--- config.mk ---
export PLATFORM = sky130hd
export DESIGN_NAME = ext_bus_sequencer_flat
export DESIGN_NICKNAME = d
export VERILOG_FILES = /design/src/rtl/ext_bus_sequencer_if.sv /design/src/rtl/ext_bus_sequencer.sv /design/src/flat_wrapper.sv
export SDC_FILE = /design/constraint.sdc
export NUM_CORES = 1
export LEC_CHECK = 0
export ABC_AREA = 1
export BUFFER_PORTS_ARGS = -buffer_cell sky130_fd_sc_hd__buf_2
export CAP_MARGIN = 20
export CORE_MARGIN = 10
export CORE_UTILIZATION = 50
export DETAILED_ROUTE_END_ITERATION = 8
export PLACE_DENSITY = 0.73
export SETUP_SLACK_MARGIN = 0.4
export SKIP_LAST_GASP = 1
export SLEW_MARGIN = 40
export SYNTH_ARGS = -nofsm -noshare
export SYNTH_HDL_FRONTEND = slang
export SYNTH_SLANG_ARGS = --single-unit
--- constraint.sdc ---
create_clock -name i_clk -period 2.9 [get_ports i_clk]
set_input_delay 0.435 -clock i_clk [delete_from_list [all_inputs] [get_ports i_clk]]
set_output_delay 0.435 -clock i_clk [all_outputs]
set_load 0.02 [all_outputs]
--- src/rtl/ext_bus_sequencer_if.sv ---
// Request/response handshake and multiplexed pad bus of the external-memory sequencer.
// The sequencer connects through the slave modport; the requester/pad side uses master.
interface ext_bus_sequencer_if #(
    parameter int ADDR_W = 16,
    parameter int DATA_W = 8,
    parameter int PIN_W  = 8
);
    logic              req_valid;
    logic              req_ready;
    logic              req_we;
    logic [ADDR_W-1:0] req_addr;
    logic [DATA_W-1:0] req_wdata;
    logic              rsp_valid;
    logic              rsp_err;
    logic [DATA_W-1:0] rsp_rdata;
    logic [PIN_W-1:0]  addr_pins;
    logic              ale;
    logic              rw_pin;
    logic [PIN_W-1:0]  data_out;
    logic [PIN_W-1:0]  data_oe;
    logic [PIN_W-1:0]  data_in;
    logic              ext_ready;
    logic              busy;

    modport slave (
        input  req_valid, req_we, req_addr, req_wdata, data_in, ext_ready,
        output req_ready, rsp_valid, rsp_err, rsp_rdata, addr_pins, ale, rw_pin,
               data_out, data_oe, busy
    );

    modport master (
        output req_valid, req_we, req_addr, req_wdata, data_in, ext_ready,
        input  req_ready, rsp_valid, rsp_err, rsp_rdata, addr_pins, ale, rw_pin,
               data_out, data_oe, busy
    );
endinterface

--- src/rtl/ext_bus_sequencer.sv ---
// External-memory bus sequencer: one handshaked request is time-multiplexed over the pads
// as address beats then data beats (with wait states and timeout), ending in a response strobe.
module ext_bus_sequencer #(
    parameter int ADDR_W  = 16,
    parameter int DATA_W  = 8,
    parameter int PIN_W   = 8,
    parameter int TIMEOUT = 15
) (
    input  logic               i_clk,
    input  logic               i_rst_n,
    ext_bus_sequencer_if.slave bus
);
    localparam int A_BEATS   = ADDR_W / PIN_W;
    localparam int D_BEATS   = DATA_W / PIN_W;
    localparam int MAX_BEATS = (A_BEATS > D_BEATS) ? A_BEATS : D_BEATS;
    localparam int BEAT_W    = (MAX_BEATS > 1) ? $clog2(MAX_BEATS) : 1;
    localparam int WAIT_W    = (TIMEOUT > 1) ? $clog2(TIMEOUT) : 1;

    localparam logic [BEAT_W-1:0] A_LAST    = BEAT_W'(A_BEATS - 1);
    localparam logic [BEAT_W-1:0] D_LAST    = BEAT_W'(D_BEATS - 1);
    localparam logic [WAIT_W-1:0] WAIT_LAST = WAIT_W'((TIMEOUT > 0) ? TIMEOUT - 1 : 0);

    typedef enum logic [1:0] {S_IDLE, S_ADDR, S_DATA, S_RESP} state_t;

    state_t            r_state;
    logic [BEAT_W-1:0] r_beat;
    logic [WAIT_W-1:0] r_wait;
    logic [ADDR_W-1:0] r_addr;
    logic [DATA_W-1:0] r_wdata;
    logic [DATA_W-1:0] r_rdata;
    logic              r_we;

    logic              r_req_ready;
    logic              r_rsp_valid;
    logic              r_rsp_err;
    logic [DATA_W-1:0] r_rsp_rdata;
    logic [PIN_W-1:0]  r_addr_pins;
    logic              r_ale;
    logic              r_rw_pin;
    logic [PIN_W-1:0]  r_data_out;
    logic [PIN_W-1:0]  r_data_oe;
    logic              r_busy;

    logic [DATA_W-1:0] w_rdata_next;
    logic              w_timeout;

    // Address and write data are shift registers: the top slice is always the next beat.
    assign w_rdata_next = (r_rdata << PIN_W) | DATA_W'(bus.data_in);
    assign w_timeout    = (TIMEOUT != 0) && (r_wait == WAIT_LAST);

    always_ff @(posedge i_clk or negedge i_rst_n) begin
        if (!i_rst_n) begin
            r_state     <= S_IDLE;
            r_beat      <= '0;
            r_wait      <= '0;
            r_addr      <= '0;
            r_wdata     <= '0;
            r_rdata     <= '0;
            r_we        <= 1'b0;
            r_req_ready <= 1'b1;
            r_rsp_valid <= 1'b0;
            r_rsp_err   <= 1'b0;
            r_rsp_rdata <= '0;
            r_addr_pins <= '0;
            r_ale       <= 1'b0;
            r_rw_pin    <= 1'b1;
            r_data_out  <= '0;
            r_data_oe   <= '0;
            r_busy      <= 1'b0;
        end else begin
            r_rsp_valid <= 1'b0;
            r_rsp_err   <= 1'b0;
            r_rsp_rdata <= '0;
            case (r_state)
                S_IDLE: begin
                    if (bus.req_valid) begin
                        r_state     <= S_ADDR;
                        r_beat      <= '0;
                        r_we        <= bus.req_we;
                        r_addr      <= bus.req_addr << PIN_W;
                        r_wdata     <= bus.req_wdata;
                        r_rdata     <= '0;
                        r_req_ready <= 1'b0;
                        r_busy      <= 1'b1;
                        r_ale       <= 1'b1;
                        r_rw_pin    <= ~bus.req_we;
                        r_addr_pins <= bus.req_addr[ADDR_W-1 -: PIN_W];
                    end
                end
                S_ADDR: begin
                    if (r_beat == A_LAST) begin
                        r_state     <= S_DATA;
                        r_beat      <= '0;
                        r_wait      <= '0;
                        r_addr_pins <= '0;
                        r_ale       <= 1'b0;
                        if (r_we) begin
                            r_data_out <= r_wdata[DATA_W-1 -: PIN_W];
                            r_data_oe  <= '1;
                            r_wdata    <= r_wdata << PIN_W;
                        end
                    end else begin
                        r_beat      <= r_beat + BEAT_W'(1);
                        r_addr_pins <= r_addr[ADDR_W-1 -: PIN_W];
                        r_addr      <= r_addr << PIN_W;
                    end
                end
                S_DATA: begin
                    if (bus.ext_ready) begin
                        r_wait <= '0;
                        if (!r_we) begin
                            r_rdata <= w_rdata_next;
                        end
                        if (r_beat == D_LAST) begin
                            r_state     <= S_RESP;
                            r_rsp_valid <= 1'b1;
                            r_rsp_rdata <= r_we ? '0 : w_rdata_next;
                            r_data_out  <= '0;
                            r_data_oe   <= '0;
                        end else begin
                            r_beat <= r_beat + BEAT_W'(1);
                            if (r_we) begin
                                r_data_out <= r_wdata[DATA_W-1 -: PIN_W];
                                r_wdata    <= r_wdata << PIN_W;
                            end
                        end
                    end else if (w_timeout) begin
                        r_state     <= S_RESP;
                        r_rsp_valid <= 1'b1;
                        r_rsp_err   <= 1'b1;
                        r_data_out  <= '0;
                        r_data_oe   <= '0;
                    end else begin
                        r_wait <= r_wait + WAIT_W'(1);
                    end
                end
                S_RESP: begin
                    r_state     <= S_IDLE;
                    r_beat      <= '0;
                    r_wait      <= '0;
                    r_req_ready <= 1'b1;
                    r_busy      <= 1'b0;
                    r_rw_pin    <= 1'b1;
                end
                default: begin
                    r_state <= S_IDLE;
                end
            endcase
        end
    end

    assign bus.req_ready = r_req_ready;
    assign bus.rsp_valid = r_rsp_valid;
    assign bus.rsp_err   = r_rsp_err;
    assign bus.rsp_rdata = r_rsp_rdata;
    assign bus.addr_pins = r_addr_pins;
    assign bus.ale       = r_ale;
    assign bus.rw_pin    = r_rw_pin;
    assign bus.data_out  = r_data_out;
    assign bus.data_oe   = r_data_oe;
    assign bus.busy      = r_busy;
endmodule

--- src/flat_wrapper.sv ---
// flat-port wrapper written by rule: the top's interface ports become plain ports
module ext_bus_sequencer_flat 
#(
    parameter int ADDR_W  = 16,
    parameter int DATA_W  = 8,
    parameter int PIN_W   = 8,
    parameter int TIMEOUT = 15
)
  (i_clk, i_rst_n, bus_req_valid, bus_req_we, bus_req_addr, bus_req_wdata, bus_data_in, bus_ext_ready, bus_req_ready, bus_rsp_valid, bus_rsp_err, bus_rsp_rdata, bus_addr_pins, bus_ale, bus_rw_pin, bus_data_out, bus_data_oe, bus_busy);
  ext_bus_sequencer_if #(.ADDR_W(ADDR_W), .DATA_W(DATA_W), .PIN_W(PIN_W)) bus_i ();
  input  logic i_clk;
  input  logic i_rst_n;
  input wire logic [$bits(bus_i.req_valid)-1:0] bus_req_valid;
  input wire logic [$bits(bus_i.req_we)-1:0] bus_req_we;
  input wire logic [$bits(bus_i.req_addr)-1:0] bus_req_addr;
  input wire logic [$bits(bus_i.req_wdata)-1:0] bus_req_wdata;
  input wire logic [$bits(bus_i.data_in)-1:0] bus_data_in;
  input wire logic [$bits(bus_i.ext_ready)-1:0] bus_ext_ready;
  output wire logic [$bits(bus_i.req_ready)-1:0] bus_req_ready;
  output wire logic [$bits(bus_i.rsp_valid)-1:0] bus_rsp_valid;
  output wire logic [$bits(bus_i.rsp_err)-1:0] bus_rsp_err;
  output wire logic [$bits(bus_i.rsp_rdata)-1:0] bus_rsp_rdata;
  output wire logic [$bits(bus_i.addr_pins)-1:0] bus_addr_pins;
  output wire logic [$bits(bus_i.ale)-1:0] bus_ale;
  output wire logic [$bits(bus_i.rw_pin)-1:0] bus_rw_pin;
  output wire logic [$bits(bus_i.data_out)-1:0] bus_data_out;
  output wire logic [$bits(bus_i.data_oe)-1:0] bus_data_oe;
  output wire logic [$bits(bus_i.busy)-1:0] bus_busy;
  assign bus_i.req_valid = bus_req_valid;
  assign bus_i.req_we = bus_req_we;
  assign bus_i.req_addr = bus_req_addr;
  assign bus_i.req_wdata = bus_req_wdata;
  assign bus_i.data_in = bus_data_in;
  assign bus_i.ext_ready = bus_ext_ready;
  assign bus_req_ready = bus_i.req_ready;
  assign bus_rsp_valid = bus_i.rsp_valid;
  assign bus_rsp_err = bus_i.rsp_err;
  assign bus_rsp_rdata = bus_i.rsp_rdata;
  assign bus_addr_pins = bus_i.addr_pins;
  assign bus_ale = bus_i.ale;
  assign bus_rw_pin = bus_i.rw_pin;
  assign bus_data_out = bus_i.data_out;
  assign bus_data_oe = bus_i.data_oe;
  assign bus_busy = bus_i.busy;
  ext_bus_sequencer #(.ADDR_W(ADDR_W), .DATA_W(DATA_W), .PIN_W(PIN_W), .TIMEOUT(TIMEOUT)) u_core (.i_clk(i_clk), .i_rst_n(i_rst_n), .bus(bus_i));
endmodule
==> results of run 1 <==
[power by group through the flow]
stage / sequential (mW) / combinational, mW / clock, mW
2_1_floorplan: 1.45 / 1.29 / 0
3_3_place_gp: 1.27 / 1.87 / 0
3_5_place_dp: 1.29 / 1.91 / 0
4_1_cts: 1.27 / 1.92 / 0.448
5_1_grt: 1.32 / 2.16 / 0.482
6_report: 1.27 / 1.88 / 0.435
[per-layer routing]
layer  wire [µm]  up-vias  track usage
met5           0        -            0
met4          70        0      0.04499
met3         348        5      0.04727
met2        2839       48       0.2359
met1        2444     1017       0.1654
li1            -     1121            -
[synth_stat cells]
cell type	count
a21oi_1	10
a31oi_1	8
buf_2	1
buf_4	8
buf_6	1
clkbuf_1	2
dfrtp_1	53
dfstp_2	2
ha_1	7
inv_1	38
inv_2	5
mux2_2	1
nand2_1	107
nand3_1	25
nand3_2	1
nand4_1	2
nor2_1	24
nor2_2	1
nor2_4	1
nor3_1	1
nor3b_1	8
o21ai_0	3
o21ai_1	1
o21ai_4	1
o22ai_1	1
o31ai_1	1
or2_2	1
xor2_1	1
[through the flow]
step	utilization	total power, mW
after global placement	0.5920	3.139
final	0.6107	3.588
after CTS	0.6107	3.637
after detailed placement	0.5920	3.199
after global routing	0.6107	3.958
after floorplan	-	2.740
[area by class of cell]
cell class,instances,area [µm²]
Fill cell,474,1976
Sequential cell,55,1379
Multi-Input combinational cell,205,985.9
Timing Repair Buffer,75,390.4
Inverter,43,161.4
Tap cell,70,87.58
Clock buffer,7,86.33
Clock inverter,1,8.758
[flip-flops by register name, indices dropped and copies added (netlist names)]
register              cells
u_core.bus.addr_pins      8
u_core.bus.data_out       8
u_core.bus.rsp_rdata      8
u_core.r_addr             8
u_core.r_wdata            8
u_core.r_wait             4
u_core.r_state            2
u_core.bus.ale            1
u_core.bus.busy           1
u_core.bus.data_oe        1
u_core.bus.req_ready      1
u_core.bus.rsp_err        1
u_core.bus.rsp_valid      1
u_core.bus.rw_pin         1
u_core.r_beat             1
u_core.r_we               1
[worst paths after layout]
check / startpoint / to / slack, ps / cells past startpoint
worst min-delay path: i_rst_n / u_core.r_wdata[6]$_DFFE_PN0P_ / 90 / 2
worst min register to register: u_core.r_addr[9]$_DFFE_PN0P_ / u_core.r_addr[9]$_DFFE_PN0P_ / 480 / 2
min in group i_clk: bus_req_we / u_core.bus.rw_pin$_DFFE_PN1P_ / 280 / 2
worst max register to register: u_core.r_state[1]$_DFFE_PN0P_ / u_core.r_addr[14]$_DFFE_PN0P_ / 750 / 7
max in group asynchronous: i_rst_n / u_core.bus.req_ready$_DFFE_PN1P_ / 2500 / 2
worst max-delay path: u_core.r_state[1]$_DFFE_PN0P_ / u_core.r_addr[14]$_DFFE_PN0P_ / 750 / 7
[cell families (layout without fill, tap and decap cells)]
logic type,Yosys count,in the layout,share of synthesized area
flip-flops,55,55,0.5283
XOR/XNOR,1,1,0.003356
multiplexers,1,1,0.004314
AO/OA/AOI/OAI,25,25,0.05753
AND/OR/NAND/NOR,171,171,0.2790
buffers and inverters,55,126,0.09396
adder cells (fa/ha/maj),7,7,0.03356
==> flow_summary.ini, run 1 <==
[place]
dpl-instance-area_mm2 = 0.003004
place_hpwl_um = 4472
dp_cells = 448
dpl_worst_slack_ps = 782.8
portBuffers = 74
gp_congestion = 0.8524

[timing]
finClkSkew_ps = 10.65
drv_slew = 0
finalWorstSetupSlack_ps = 754.7
finalSetupTns_ps = 0
relSlewSlack = 0.6090
period_minus_slack_ps = 2145
tightestPinTransition_ps = 584.3
fin_hold_ws_ps = 94.73
setup_viol = 0
rsz0062_at_grt = false
hold_viol = 0
min_period_over_period = 0.7397
fmax_ghz = 0.4661

[grt]
grt_pass1_wl_um = 9942
grt_pass1_vias = 2158
grt_usage = 0.1406
grt_max_degree = 56
antenna_found_initial = 0
grt_overflow = 0

[finish]
final_cell_count_no_fill = 456
final_cell_area_mm2 = 0.003099
final_nets = 429
drive_above_1_share = 0.2461
area_growth_pct = 18.74
diodes = 0
mostFrequentLayoutCell = nand2_1
final_cell_mix = nand2_1 (107), buf_2 (74), dfrtp_1 (53)

[power_and_ir_drop]
sequentialPowerShare = 0.354
power_density_mw_per_mm2 = 1158
leakage_nw = 1.759
vdd_ir_drop_max_uv = 438.4
internal-power_mw = 1.876
clock_power_share = 0.121
p_switching_mw = 1.712
p_comb_frac = 0.524
switching_share = 0.4772

[cts]
cts_tree = built
cts_resized = 0
htreeDepth = 2
hold_buffers = 0
clk_path_buf_depth = 2
postCtsSetupBuffers = 0
cts_root_buffer = clkbuf_8
clock_latency_ps = 310
cts-buffers-inserted = 5
cts_num_sinks = 55
clk_pin_slew_worst_paths_ps = 100

[worst_setup_path]
crit_type = flop to flop
cp_top_family = compound AO/OA/AOI/OAI gates
critPathMostFrequentCell = nand2_1
worst_setup_path_end_kind = flop
cpPeakStageDelay_ps = 510
cp.buffers_inverters = 2
cp_cell_sequence = inv_1 -> ha_1 -> inv_2 -> o21ai_4 -> o21ai_1 -> nand2_1 -> nand2_1
crit_slowest_cell = o21ai_4
arrival_ps = 2350
cp.required_ps = 3110
critPathMaxFanout = 26
critPathLaunchType = flop

[run_status]
outcome = finished clean

[floorplan]
core-area_mm2 = 0.005075
die_h_um = 92.25
start_util = 0.5143
die_w_um = 92.25
rows = 26
ios = 75
die-area_mm2 = 0.008510

[detailed_routing]
vias = 2191
via_per_inst = 4.805
drtPass1Iterations = 4
remaining_drc_errors = 0
wirelength_um = 5702
wire_per_inst_um = 12.50
drtIter0Drc = 119
ant_nets = 0

[yosys]
synth_fp_nets = 359
syn_area_per_cell_um2 = 8.286
seq_area_frac_synth = 0.5283
netlist_instances = 315
netlist-cell-type-count = 28
post-synth-top-area-cell = dfrtp_1
synth_area_mm2 = 0.002610
synth_warnings = 0
yosysTopAreaCellShare = 0.5081
synth_area_leaders = dfrtp_1 (51%), nand2_1 (15%), inv_1 (5.5%), nand3_1 (4.8%), nor2_1 (3.5%)
ys_seq_elements = 55

[flow_run]
drv_cap = 0

[min_path]
hp-class = input pin to async pin
(Power assumes the default switching activity.)
==> inputs of run 2 (changes only) <==
- clock period: 2.9 -> 2.1 ns (I/O delays scaled with it)
==> flow_summary.ini, run 2 (synthesis gave the netlist of run 1 again) <==
[timing]
rsz0062_at_grt = true
tightestPinTransition_ps = 580.5
drv_slew = 0
fin_hold_ws_ps = -11.11
fmax_ghz = 0.6106
finClkSkew_ps = 10.87
hold_viol = 17
min_period_over_period = 0.7799
setup_viol = 0
finalSetupTns_ps = 0
period_minus_slack_ps = 1638
relSlewSlack = 0.6130

[detailed_routing]
vias = 2168
drtIter0Drc = 75
remaining_drc_errors = 0
ant_nets = 0
drtPass1Iterations = 4
wire_per_inst_um = 12.72
wirelength_um = 5889
via_per_inst = 4.683

[worst_setup_path]
startpoint = u_core.r_state[1]$_DFFE_PN0P_
crit_type = flop to flop
rrSetupSlack_ps = 460
cp.buffers_inverters = 3
cp.required_ps = 2330
cpPeakStageDelay_ps = 430
worst_setup_path_end_kind = flop
cp_top_family = flip-flops
timing.rr.start = u_core.r_state[1]$_DFFE_PN0P_
critPathLaunchType = flop
arrival_ps = 1870
critPathMaxFanout = 5
crit_slowest_cell = dfrtp_1
cp_cell_sequence = inv_1 -> ha_1 -> inv_2 -> o21ai_4 -> buf_4 -> nor2_1 -> a31oi_1

[flow_run]
drv_cap = 0

[finish]
utilization = 0.6395
drive_above_1_share = 0.2774
area_growth_pct = 24.35
diodes = 0
fillers = 467
final_cell_count_no_fill = 463
mostFrequentLayoutCell = nand2_1
multiInputGateArea_mm2 = 0.001032
final_cell_area_mm2 = 0.003246
regArea_mm2 = 0.001379
final_nets = 436
final_cell_mix = nand2_1 (104), buf_2 (74), dfrtp_1 (53)

[grt]
antenna_found_initial = 0
grt_overflow = 0
grt_max_degree = 32
grt_pass1_vias = 2164
grt_pass1_wl_um = 9942
grt_usage = 0.1411

[floorplan]
core-area_mm2 = 0.005075
start_util = 0.5143
die-area_mm2 = 0.008510
rows = 26
die_h_um = 92.25
ios = 75
die_w_um = 92.25

[cts]
clk_pin_slew_worst_paths_ps = 100
cts-buffers-inserted = 5
clock_latency_ps = 310
cts_root_buffer = clkbuf_8
htreeDepth = 2
clk_path_buf_depth = 2
cts_tree = built
cts_num_sinks = 55

[place]
portBuffers = 74
dpl-instance-area_mm2 = 0.003012
dp_cells = 449
gp_congestion = 0.8709
place_hpwl_um = 4364

[power_and_ir_drop]
vdd_ir_drop_max_uv = 891.3
leakage_nw = 1.818
power_density_mw_per_mm2 = 1676

[run_status]
violations = hold timing
outcome = finished with violations

[min_path]
hp-class = input pin to async pin
-- run 2: cell count changes in the layout (fill, tap and decap cells not counted), sizes merged --
cell	previous run	this run
o21ai	5	6
clkbuf	7	6
bufinv	0	1
buf	75	81
inv	43	44
clkinv	1	0
-- run 2: metrics by stage --
stage | hold slack (ps) | setup slack, ps | total power [mW]
6_report | -11.11 | 462.2 | 5.439
5_1_grt | 16.00 | 343.2 | 5.958
4_1_cts | 9.767 | 425.7 | 5.289
3_5_place_dp | 355.4 | 89.49 | 4.405
3_3_place_gp | 345.7 | 199.4 | 4.344
2_1_floorplan | 19.41 | 633.4 | 3.784
-- run 2: report_power, final --
part | switching (mW) | internal (mW) | total, mW
sequential | 0.257 | 1.49 | 1.75
combinational | 1.90 | 1.06 | 2.96
clock | 0.340 | 0.392 | 0.732
total | 2.50 | 2.94 | 5.44
-- run 2: layer usage --
layer  global-route usage  wire (µm)
met1               0.1700       2660
met2               0.2371       2831
met5                    0          0
met3              0.04482        329
met4              0.03856         68
-- run 2: what timing repair did --
action,CTS,global route
cloned,1,0
buffers inserted,2,3
hold buffers,0,0
gates resized for setup,3,7
endpoints found under the setup margin,16,39
pin swaps,1,3
-- run 2: layout make-up --
class | instances | share of cell area
clock buffers | 6 | 0.02544
clock inverters | 2 | 0.01195
inverters | 43 | 0.04973
multi-input cells | 206 | 0.3180
flip-flops and latches | 55 | 0.4248
well taps | 70 | 0.02699
repair buffers | 81 | 0.1430
-- run 2: worst paths after layout --
check | end | cells past startpoint
worst max-delay path | u_core.bus.addr_pins[5]$_DFFE_PN0P_ | 7
worst min-delay path | u_core.r_wait[1]$_DFFE_PN0P_ | 1
worst max register to register | u_core.bus.addr_pins[5]$_DFFE_PN0P_ | 7
worst min register to register | u_core.r_wdata[3]$_DFFE_PN0P_ | 2
max in group asynchronous | u_core.bus.rw_pin$_DFFE_PN1P_ | 2
min in group i_clk | u_core.bus.rw_pin$_DFFE_PN1P_ | 2
-- run 2: worst reg2reg max path, cell delays in order, from the launching register on --
cell     delay [ps]
dfrtp_1         430
inv_1           110
ha_1            280
inv_2           120
o21ai_4         270
buf_4           170
nor2_1           40
a31oi_1         130
